### src/rtl/game_pkg.sv
// Shared definitions for the arcade game controller and its object controllers.
package game_pkg;

  localparam int unsigned N_OBJ_DEF   = 4;
  localparam int unsigned SCORE_W_DEF = 8;
  localparam int unsigned STATE_W     = 2;

  typedef enum logic [STATE_W-1:0] {
    ST_IDLE = 2'd0,
    ST_PLAY = 2'd1,
    ST_OVER = 2'd2
  } game_state_e;

  typedef enum logic {
    SEQ_IDLE  = 1'b0,
    SEQ_GRANT = 1'b1
  } seq_state_e;

endpackage

### src/rtl/game_scheduler_pass_sequencer.sv
// Per-frame plotter arbitration: snapshots obj_en, walks enabled objects in index order.
// Optional grant watchdog when GAME_SCHED_TIMEOUT_EN is defined.
module pass_sequencer
  import game_pkg::*;
#(
  parameter int unsigned N_OBJ       = N_OBJ_DEF,
  parameter int unsigned TIMEOUT_CYC = 1024
) (
  input  logic                       clk,
  input  logic                       resetn,
  input  logic                       start,
  input  logic [N_OBJ-1:0]           obj_en,
  input  logic [N_OBJ-1:0]           obj_done,
  output logic [N_OBJ-1:0]           obj_grant,
  output logic [$clog2(N_OBJ)-1:0]   obj_id,
  output logic                       busy,
  output logic                       pass_done,
  output logic                       timeout_err
`ifdef GAME_SCHED_TIMEOUT_EN
  ,
  input  logic                       clear_err
`endif
);

  localparam int unsigned ID_W = $clog2(N_OBJ);
  localparam logic [N_OBJ-1:0] ONE = N_OBJ'(1);

  if (N_OBJ < 2 || N_OBJ > 16 || TIMEOUT_CYC < 1) begin : g_bad_param
    $error("pass_sequencer: N_OBJ must be 2..16 and TIMEOUT_CYC at least 1");
  end

  seq_state_e        state_q;
  logic [N_OBJ-1:0]  en_q;
  logic [N_OBJ-1:0]  grant_q;
  logic [ID_W-1:0]   id_q;
  logic              pass_done_q;

  logic              first_hit_c;
  logic [ID_W-1:0]   first_idx_c;
  logic              next_hit_c;
  logic [ID_W-1:0]   next_idx_c;
  logic              done_hit_c;
  logic              wd_fire_c;
  logic              advance_c;

  // Lowest enabled index at pass start, and lowest snapshot index above the current grant.
  always_comb begin
    first_hit_c = 1'b0;
    first_idx_c = '0;
    next_hit_c  = 1'b0;
    next_idx_c  = '0;
    for (int i = N_OBJ - 1; i >= 0; i--) begin
      if (obj_en[i]) begin
        first_hit_c = 1'b1;
        first_idx_c = ID_W'(i);
      end
      if (en_q[i] && (i > int'(id_q))) begin
        next_hit_c = 1'b1;
        next_idx_c = ID_W'(i);
      end
    end
  end

  assign done_hit_c = (state_q == SEQ_GRANT) && obj_done[id_q];
  assign advance_c  = done_hit_c || wd_fire_c;

  always_ff @(posedge clk) begin
    if (!resetn) begin
      state_q     <= SEQ_IDLE;
      en_q        <= '0;
      grant_q     <= '0;
      id_q        <= '0;
      pass_done_q <= 1'b0;
    end else begin
      pass_done_q <= 1'b0;
      case (state_q)
        SEQ_IDLE: begin
          if (start) begin
            en_q <= obj_en;
            if (first_hit_c) begin
              state_q <= SEQ_GRANT;
              grant_q <= ONE << first_idx_c;
              id_q    <= first_idx_c;
            end else begin
              pass_done_q <= 1'b1;
            end
          end
        end
        SEQ_GRANT: begin
          if (advance_c) begin
            if (next_hit_c) begin
              grant_q <= ONE << next_idx_c;
              id_q    <= next_idx_c;
            end else begin
              state_q     <= SEQ_IDLE;
              grant_q     <= '0;
              id_q        <= '0;
              pass_done_q <= 1'b1;
            end
          end
        end
        default: begin
          state_q <= SEQ_IDLE;
          grant_q <= '0;
          id_q    <= '0;
        end
      endcase
    end
  end

`ifdef GAME_SCHED_TIMEOUT_EN
  localparam int unsigned WD_W = $clog2(TIMEOUT_CYC + 1);

  logic [WD_W-1:0] wd_q;
  logic            terr_q;

  assign wd_fire_c = (state_q == SEQ_GRANT) && !done_hit_c &&
                     (wd_q == WD_W'(TIMEOUT_CYC - 1));

  // Cycles spent on the current grant; restarts whenever the grant changes or drops.
  always_ff @(posedge clk) begin
    if (!resetn) begin
      wd_q <= '0;
    end else if ((state_q != SEQ_GRANT) || advance_c) begin
      wd_q <= '0;
    end else begin
      wd_q <= wd_q + WD_W'(1);
    end
  end

  always_ff @(posedge clk) begin
    if (!resetn) begin
      terr_q <= 1'b0;
    end else if (clear_err) begin
      terr_q <= 1'b0;
    end else if (wd_fire_c) begin
      terr_q <= 1'b1;
    end
  end

  assign timeout_err = terr_q;
`else
  assign wd_fire_c   = 1'b0;
  assign timeout_err = 1'b0;
`endif

  assign obj_grant = grant_q;
  assign obj_id    = id_q;
  assign busy      = (state_q == SEQ_GRANT);
  assign pass_done = pass_done_q;

endmodule

### src/rtl/game_scheduler.sv
// Game phase FSM, collision latch, score and overrun tracking around the pass sequencer.
// Define GAME_SCHED_TIMEOUT_EN to build the per-grant watchdog.
module game_scheduler
  import game_pkg::*;
#(
  parameter int unsigned N_OBJ       = N_OBJ_DEF,
  parameter int unsigned SCORE_W     = SCORE_W_DEF,
  parameter int unsigned TIMEOUT_CYC = 1024
) (
  input  logic                      clk,
  input  logic                      resetn,
  input  logic                      go,
  input  logic                      frame_tick,
  input  logic                      collision,
  input  logic                      score_inc,
  input  logic [N_OBJ-1:0]          obj_en,
  input  logic [N_OBJ-1:0]          obj_done,
  output logic [N_OBJ-1:0]          obj_grant,
  output logic [$clog2(N_OBJ)-1:0]  obj_id,
  output logic [STATE_W-1:0]        game_state,
  output logic                      pass_done,
  output logic [SCORE_W-1:0]        score,
  output logic                      frame_overrun,
  output logic                      timeout_err
);

  game_state_e        state_q;
  logic               coll_q;
  logic [SCORE_W-1:0] score_q;
  logic               overrun_q;

  logic               busy;
  logic               seq_pass_done;
  logic               in_play_c;
  logic               enter_play_c;
  logic               start_c;

  assign in_play_c    = (state_q == ST_PLAY);
  assign enter_play_c = (state_q == ST_IDLE) && go;
  // A tick is only accepted when the sequencer is fully idle, including its pass_done cycle.
  assign start_c      = frame_tick && in_play_c && !coll_q && !busy && !seq_pass_done;

  always_ff @(posedge clk) begin
    if (!resetn) begin
      state_q <= ST_IDLE;
    end else begin
      case (state_q)
        ST_IDLE: if (go) state_q <= ST_PLAY;
        ST_PLAY: if (coll_q && !busy) state_q <= ST_OVER;
        ST_OVER: if (go) state_q <= ST_IDLE;
        default: state_q <= ST_IDLE;
      endcase
    end
  end

  always_ff @(posedge clk) begin
    if (!resetn) begin
      coll_q    <= 1'b0;
      score_q   <= '0;
      overrun_q <= 1'b0;
    end else if (enter_play_c) begin
      coll_q    <= 1'b0;
      score_q   <= '0;
      overrun_q <= 1'b0;
    end else if (in_play_c) begin
      if (collision) coll_q <= 1'b1;
      if (score_inc && (score_q != {SCORE_W{1'b1}})) score_q <= score_q + SCORE_W'(1);
      if (frame_tick && (busy || seq_pass_done)) overrun_q <= 1'b1;
    end
  end

  pass_sequencer #(
    .N_OBJ       (N_OBJ),
    .TIMEOUT_CYC (TIMEOUT_CYC)
  ) u_pass_sequencer (
    .clk         (clk),
    .resetn      (resetn),
    .start       (start_c),
    .obj_en      (obj_en),
    .obj_done    (obj_done),
    .obj_grant   (obj_grant),
    .obj_id      (obj_id),
    .busy        (busy),
    .pass_done   (seq_pass_done),
    .timeout_err (timeout_err)
`ifdef GAME_SCHED_TIMEOUT_EN
    ,
    .clear_err   (enter_play_c)
`endif
  );

  assign game_state    = state_q;
  assign pass_done     = seq_pass_done;
  assign score         = score_q;
  assign frame_overrun = overrun_q;

endmodule

### config.mk
export PLATFORM = sky130hd
export DESIGN_NAME = game_scheduler
export DESIGN_NICKNAME = d
export VERILOG_FILES = /design/src/rtl/game_pkg.sv /design/src/rtl/game_scheduler_pass_sequencer.sv /design/src/rtl/game_scheduler.sv
export SDC_FILE = /design/constraint.sdc
export NUM_CORES = 1
export LEC_CHECK = 0
export CAP_MARGIN = 10
export CORE_MARGIN = 2
export CORE_UTILIZATION = 52
export CTS_BUF_LIST = sky130_fd_sc_hd__clkbuf_2 sky130_fd_sc_hd__clkbuf_4 sky130_fd_sc_hd__clkbuf_8
export DETAILED_ROUTE_END_ITERATION = 12
export PLACE_DENSITY = 0.86
export SLEW_MARGIN = 5
export SYNTH_ARGS = -nofsm -noshare
export SYNTH_HDL_FRONTEND = slang
export SYNTH_SLANG_ARGS = --single-unit
### constraint.sdc
create_clock -name clk -period 3.6 [get_ports clk]
set_clock_uncertainty 0.05 [all_clocks]
set_input_delay 0.72 -clock clk [delete_from_list [all_inputs] [get_ports clk]]
set_output_delay 0.72 -clock clk [all_outputs]
set_load 0.1 [all_outputs]
==> results of run 1 <==
-- metal layers --
layer	up-vias	wire length (um)	track usage, %
met5	-	0	0
met4	0	27	8.56
met1	529	1080	28.4
li1	549	-	-
met3	4	206	6.55
met2	52	1320	41.0
-- power groups by stage --
stage | logic [mW] | clock network (mW) | registers [mW]
6_report | 0.141 | 0.119 | 0.277
2_1_floorplan | 0.0504 | 0 | 0.330
4_1_cts | 0.140 | 0.123 | 0.277
5_1_grt | 0.150 | 0.134 | 0.279
3_5_place_dp | 0.139 | 0 | 0.283
3_3_place_gp | 0.137 | 0 | 0.282
-- how the worst max path moves through the flow --
stage	slack (ns)	cells after the start	end	startpoint
after floorplan	1.31	3	u_pass_sequencer.obj_id[1]	u_pass_sequencer.obj_id[0]
after global placement	1.16	4	u_pass_sequencer.obj_id[1]	obj_en[2]
after detailed placement	1.11	5	u_pass_sequencer.obj_grant[1]	obj_en[2]
after CTS	0.89	1	score[3]	score[3]
after global routing	0.84	1	game_state[1]	game_state[1]
final	0.90	1	score[3]	score[3]
-- worst min-delay path, cell delays in order (launching register included) --
cell and delay, ns:
dfxtp_1 0.33, nand2_1 0.05, a21oi_1 0.05
-- layout make-up --
| cell class | count | area (um2) | area share (%) |
|---|---|---|---|
| Multi-Input combinational cell | 95 | 632 | 42.4 |
| Timing Repair Buffer | 32 | 310 | 20.8 |
| Tap cell | 27 | 33.8 | 2.27 |
| Sequential cell | 23 | 460 | 30.9 |
| Inverter | 7 | 26.3 | 1.76 |
| Clock inverter | 1 | 5.00 | 0.336 |
| Clock buffer | 3 | 22.5 | 1.51 |
-- synthesized netlist by cell type (2+ instances only) --
| master | count |
|---|---|
| a32oi_1 | 2 |
| xnor2_1 | 3 |
| nand4_1 | 2 |
| o21ai_0 | 2 |
| a211oi_1 | 2 |
| dfxtp_1 | 23 |
| nor2_1 | 12 |
| o31ai_1 | 3 |
| o2111ai_1 | 2 |
| clkbuf_1 | 2 |
| a2111oi_0 | 2 |
| nor2b_1 | 3 |
| or4_1 | 2 |
| nand2_1 | 11 |
| inv_1 | 7 |
| nand3_1 | 6 |
| a21oi_1 | 15 |
| o21a_1 | 2 |
-- sequential cells by signal, summed over array words and instances, names as in the netlist --
name	flops
game_state	2
frame_overrun	1
u_pass_sequencer.obj_id	2
u_pass_sequencer.obj_grant	4
score	8
coll_q	1
u_pass_sequencer.busy	1
u_pass_sequencer.en_q	3
u_pass_sequencer.pass_done	1
-- kinds of logic (layout without fill, tap and decap cells) --
kind of cell             count (synthesis)  after routing  share of synthesized area (%)
flip-flops                              23             23                           40.4
other                                    1              1                          0.329
AND/OR/NAND/NOR                         49             49                           25.5
AO/OA/AOI/OAI                           38             38                           22.6
multiplexers                             2              2                           2.86
XOR/XNOR                                 4              4                           3.08
adder cells (fa/ha/maj)                  1              1                           1.10
buffers and inverters                   11             43                           4.07
==> flow_summary.yaml, run 1 <==
logic_synthesis:
  synth_area_um2: 1140
  synth_area_leaders: "dfxtp_1 (40%), a21oi_1 (6.6%), nor2_1 (4.0%)"
  synth_top_area_share_pct: 40.4
  synth_area_per_cell_um2: 8.83
  ys_seq_area_share_pct: 40.4
  synth-seq-cells: 23
  yosys_warnings: 0
  syn-num-nets: 144
  synth_edf_count: 0
  synth.distinct_cells: 46
  synth-main-ff-cell: "dfxtp_1"
  async_flop_share_pct: 0
  syn_inst: 129
  synth_area_leader_cell: "dfxtp_1"
pwr:
  sequentialPowerShare_pct: 51.6
  pwr-share-clk_pct: 22.1
  power.total_mw: 0.536
  p_leak_nw: 0.533
  powerDensity_nw_per_um2: 360
  p_int_mw: 0.351
  p_comb_share_pct: 26.2
  p_sw_share_pct: 34.5
  switchingPower_mw: 0.185
  irDropWorstVdd_uv: 357
layout:
  n_antenna_cell: 0
  post-route-cell-area_um2: 1490
  area_growth_pct: 30.9
  layout_commonest_cell: "clkdlybuf4s50_1"
  mostFrequentLayoutCells: "clkdlybuf4s50_1 (28), dfxtp_1 (23), a21oi_1 (15)"
  drive_gt1_share_pct: 8.70
  layout.nets: 177
  fin_util_pct: 73.7
  fillCellCount: 156
  finalNonFillerCells: 188
floorplan:
  ioPinCount: 33
  fp.dieH_um: 50.8
  row_count: 16
  coreArea_um2: 2020
  dieArea_um2: 2580
  start_util_pct: 56.3
  die_w_um: 50.8
placed_design:
  post-dp-hpwl_mm: 2.01
  placed_cell_area_um2: 1460
  gp_congestion: 0.826
  pre_cts_slack_ns: 1.11
  portBuffers: 31
  placed_cells: 184
clock_network:
  cts_hold_buf: 0
  postCtsSetupRepairBufs: 0
  clkSinkCount: 23
  cts.clk_slew.worst_paths_ns: 0.12
  ctsRootBufferMaster: "clkbuf_4"
  numCtsBuffers: 3
  ctsResizeCount: 0
  clk_latency_ns: 0.31
  cts_tree: "yes"
  cts_max_path_buffers: 2
  h-tree-depth: 1
global_route:
  grt_antenna_before_repair: 0
  grt_util_all_layers_pct: 23.9
  overflow: 0
  first_global_vias: 1107
  grt_pass1_wl_mm: 4.67
  grt_max_degree: 14
sta:
  finalSetupTns_ns: 0
  whs_ns: 0.415
  timing.final.max_slew_violations: 0
  tightest_slew_ns: 0.971
  max_freq_mhz: 371
  setup-violations-final: 0
  fin_crit_sh_pct: 74.9
  rsz0062_at_grt: "no"
  finalCriticalPeriod_ns: 2.70
  hold_viol: 0
  slew_headroom_pct: 35.0
  setup_ws_ns: 0.902
critical_path:
  crit_chain: "clkdlybuf4s50_1"
  reg2reg_depth: 4
  start_kind: "flip-flop"
  cp.required_ns: 2.83
  reg2reg_from: "game_state[0]"
  slowest_stage: "clkdlybuf4s50_1"
  critPathCaptureType: "primary output"
  crit_path_max_fanout: 6
  r2r_slack_ns: 1.70
  critPathMaxStageDelay_ns: 1.17
  cp_top_family: "buffers and inverters"
  crit_buf_inv: 1
  crit_type: "flip-flop to primary output"
  arrival_ns: 1.93
  timing.rr.end: "u_pass_sequencer.obj_grant[3]"
route:
  ant_nets: 0
  routed_via_density: 6.03
  drt_iter0_drc: 46
  wl_per_cell_um: 14.0
  firstDrtPassIters: 4
  vias: 1134
  routed_wl_mm: 2.63
  drc: 0
worst_hold_path:
  hold_start: "u_pass_sequencer.obj_grant[1]"
  whs_path_depth: 2
  min_to: "u_pass_sequencer.obj_grant[1]"
  worst_hold_path_type: "flip-flop to flip-flop"
outcome:
  outcome: "finished clean"
run:
  drv_cap: 0
Note: power is estimated with default switching activity, not from simulation.
==> run 2, diff against run 1 <==
--- a/config.mk
+++ b/config.mk
@@ -7,10 +7,10 @@
 export LEC_CHECK = 0
 export CAP_MARGIN = 10
 export CORE_MARGIN = 2
-export CORE_UTILIZATION = 52
+export CORE_UTILIZATION = 44
 export CTS_BUF_LIST = sky130_fd_sc_hd__clkbuf_2 sky130_fd_sc_hd__clkbuf_4 sky130_fd_sc_hd__clkbuf_8
 export DETAILED_ROUTE_END_ITERATION = 12
-export PLACE_DENSITY = 0.86
+export PLACE_DENSITY = 0.78
 export SLEW_MARGIN = 5
 export SYNTH_ARGS = -nofsm -noshare
 export SYNTH_HDL_FRONTEND = slang
==> constraint.sdc (replaced) <==
create_clock -name clk -period 2.4 [get_ports clk]
set_clock_uncertainty 0.05 [all_clocks]
set_input_delay 0.48 -clock clk [delete_from_list [all_inputs] [get_ports clk]]
set_output_delay 0.48 -clock clk [all_outputs]
set_load 0.1 [all_outputs]
==> flow_summary.yaml, run 2 (synthesis gave the netlist of run 1 again) <==
outcome:
  outcome: "finished clean"
floorplan:
  ioPinCount: 33
  start_util_pct: 46.4
  row_count: 18
  die_w_um: 54.9
  coreArea_um2: 2450
  fp.dieH_um: 54.9
  dieArea_um2: 3010
route:
  drt_iter0_drc: 30
  wl_per_cell_um: 14.7
  ant_nets: 0
  firstDrtPassIters: 5
  vias: 1138
  drc: 0
  routed_via_density: 5.87
  routed_wl_mm: 2.85
placed_design:
  placed_cells: 190
  gp_congestion: 0.908
  post-dp-hpwl_mm: 2.17
  placed_cell_area_um2: 1450
  pre_cts_slack_ns: 0.141
  portBuffers: 31
clock_network:
  clkSinkCount: 23
  h-tree-depth: 1
  ctsRootBufferMaster: "clkbuf_4"
  cts_hold_buf: 0
  clk_latency_ns: 0.30
  cts_tree: "yes"
  ctsResizeCount: 0
  postCtsSetupRepairBufs: 0
  numCtsBuffers: 3
  cts_max_path_buffers: 2
  cts.clk_slew.worst_paths_ns: 0.13
sta:
  setup-violations-final: 0
  rsz0062_at_grt: "no"
  fin_crit_sh_pct: 82.4
  max_freq_mhz: 506
  timing.final.max_slew_violations: 0
  slew_headroom_pct: 63.5
  finalCriticalPeriod_ns: 1.98
  finalSetupTns_ns: 0
  tightest_slew_ns: 0.533
  setup_ws_ns: 0.423
  hold_viol: 0
critical_path:
  cp_num_cells: 5
  crit_chain: "clkdlybuf4s50_1 > or4_4 > a32o_2 > o211ai_1 > o211a_1"
  crit_type: "primary input to flip-flop"
  crit_buf_inv: 1
  start_kind: "primary input"
  critPathMaxStageDelay_ns: 0.59
  reg2reg_depth: 5
  critPathCaptureType: "flip-flop"
  slowest_stage: "or4_4"
  cp_top_family: "compound AO/OA/AOI/OAI gates"
  cp.required_ns: 2.61
  arrival_ns: 2.19
  crit_path_max_fanout: 8
global_route:
  grt_util_all_layers_pct: 20.2
  grt_antenna_before_repair: 0
  overflow: 0
  first_global_vias: 1045
  grt_max_degree: 14
  grt_pass1_wl_mm: 4.36
pwr:
  p_leak_nw: 0.579
  irDropWorstVdd_uv: 341
  powerDensity_nw_per_um2: 554
layout:
  post-route-cell-area_um2: 1480
  area_growth_pct: 30.1
  fin_util_pct: 60.3
  finalNonFillerCells: 194
  n_antenna_cell: 0
  mostFrequentLayoutCells: "dfxtp_1 (23), buf_4 (22), a21oi_1 (15)"
  layout.nets: 180
  largest_register_ffs: 8
  drive_gt1_share_pct: 19.5
  layout_commonest_cell: "dfxtp_1"
run:
  drv_cap: 0
worst_hold_path:
  whs_path_depth: 2
  worst_hold_path_type: "flip-flop to flip-flop"
run 2: changes by cell type in the layout (fill, tap and decap cells not counted):
cell and change:
clkinv_2 -1, buf_4 +18, clkdlybuf4s50_1 -15, clkbuf_4 +1
run 2: metrics by stage:
| stage | hold WS (ns) | total power [mW] |
|---|---|---|
| after global routing | 0.450 | 0.858 |
| after global placement | 0.392 | 0.635 |
| after detailed placement | 0.398 | 0.639 |
| after CTS | 0.415 | 0.825 |
| final | 0.413 | 0.820 |
| after floorplan | 0.394 | 0.571 |
run 2: report_power, final:
| part | total, mW | switching [mW] | leakage [nW] | internal [mW] |
|---|---|---|---|---|
| Combinational | 0.215 | 0.146 | 0.374 | 0.0697 |
| Clock | 0.187 | 0.111 | 0.0184 | 0.0760 |
| Sequential | 0.418 | 0.0209 | 0.187 | 0.397 |
run 2: tightest hold or removal path: cells and delay by family, from the launching register on:
family / cells / cell delay, ns
flops: 1 / 0.33
compound gates: 1 / 0.05
simple gates: 1 / 0.05
run 2: final cells by class:
cell class	count	area (um2)
clock buffers	4	30.0
flip-flops and latches	23	460
fillers	234	973
repair buffers	35	295
well taps	30	37.5
multi-input cells	95	632
inverters	7	26.3
run 2: metal layers:
layer	routed length [um]	part of all wire, %	up-vias	track usage [%]
li1	-	-	551	-
met1	1200	42	527	22.4
met2	1390	49	52	35.5
met3	199	7.0	8	3.83
met4	66	2.3	0	11.7
met5	0	0	-	0
run 2: path summary, 6_finish.rpt:
kind / startpoint / end / slack (ns)
worst max-delay path: obj_en[1] / u_pass_sequencer.obj_id[1] / 0.42
worst min-delay path: u_pass_sequencer.obj_grant[0] / u_pass_sequencer.obj_grant[0] / 0.41
worst max register to register: score[0] / score[5] / 0.56
worst min register to register: u_pass_sequencer.obj_grant[0] / u_pass_sequencer.obj_grant[0] / 0.41
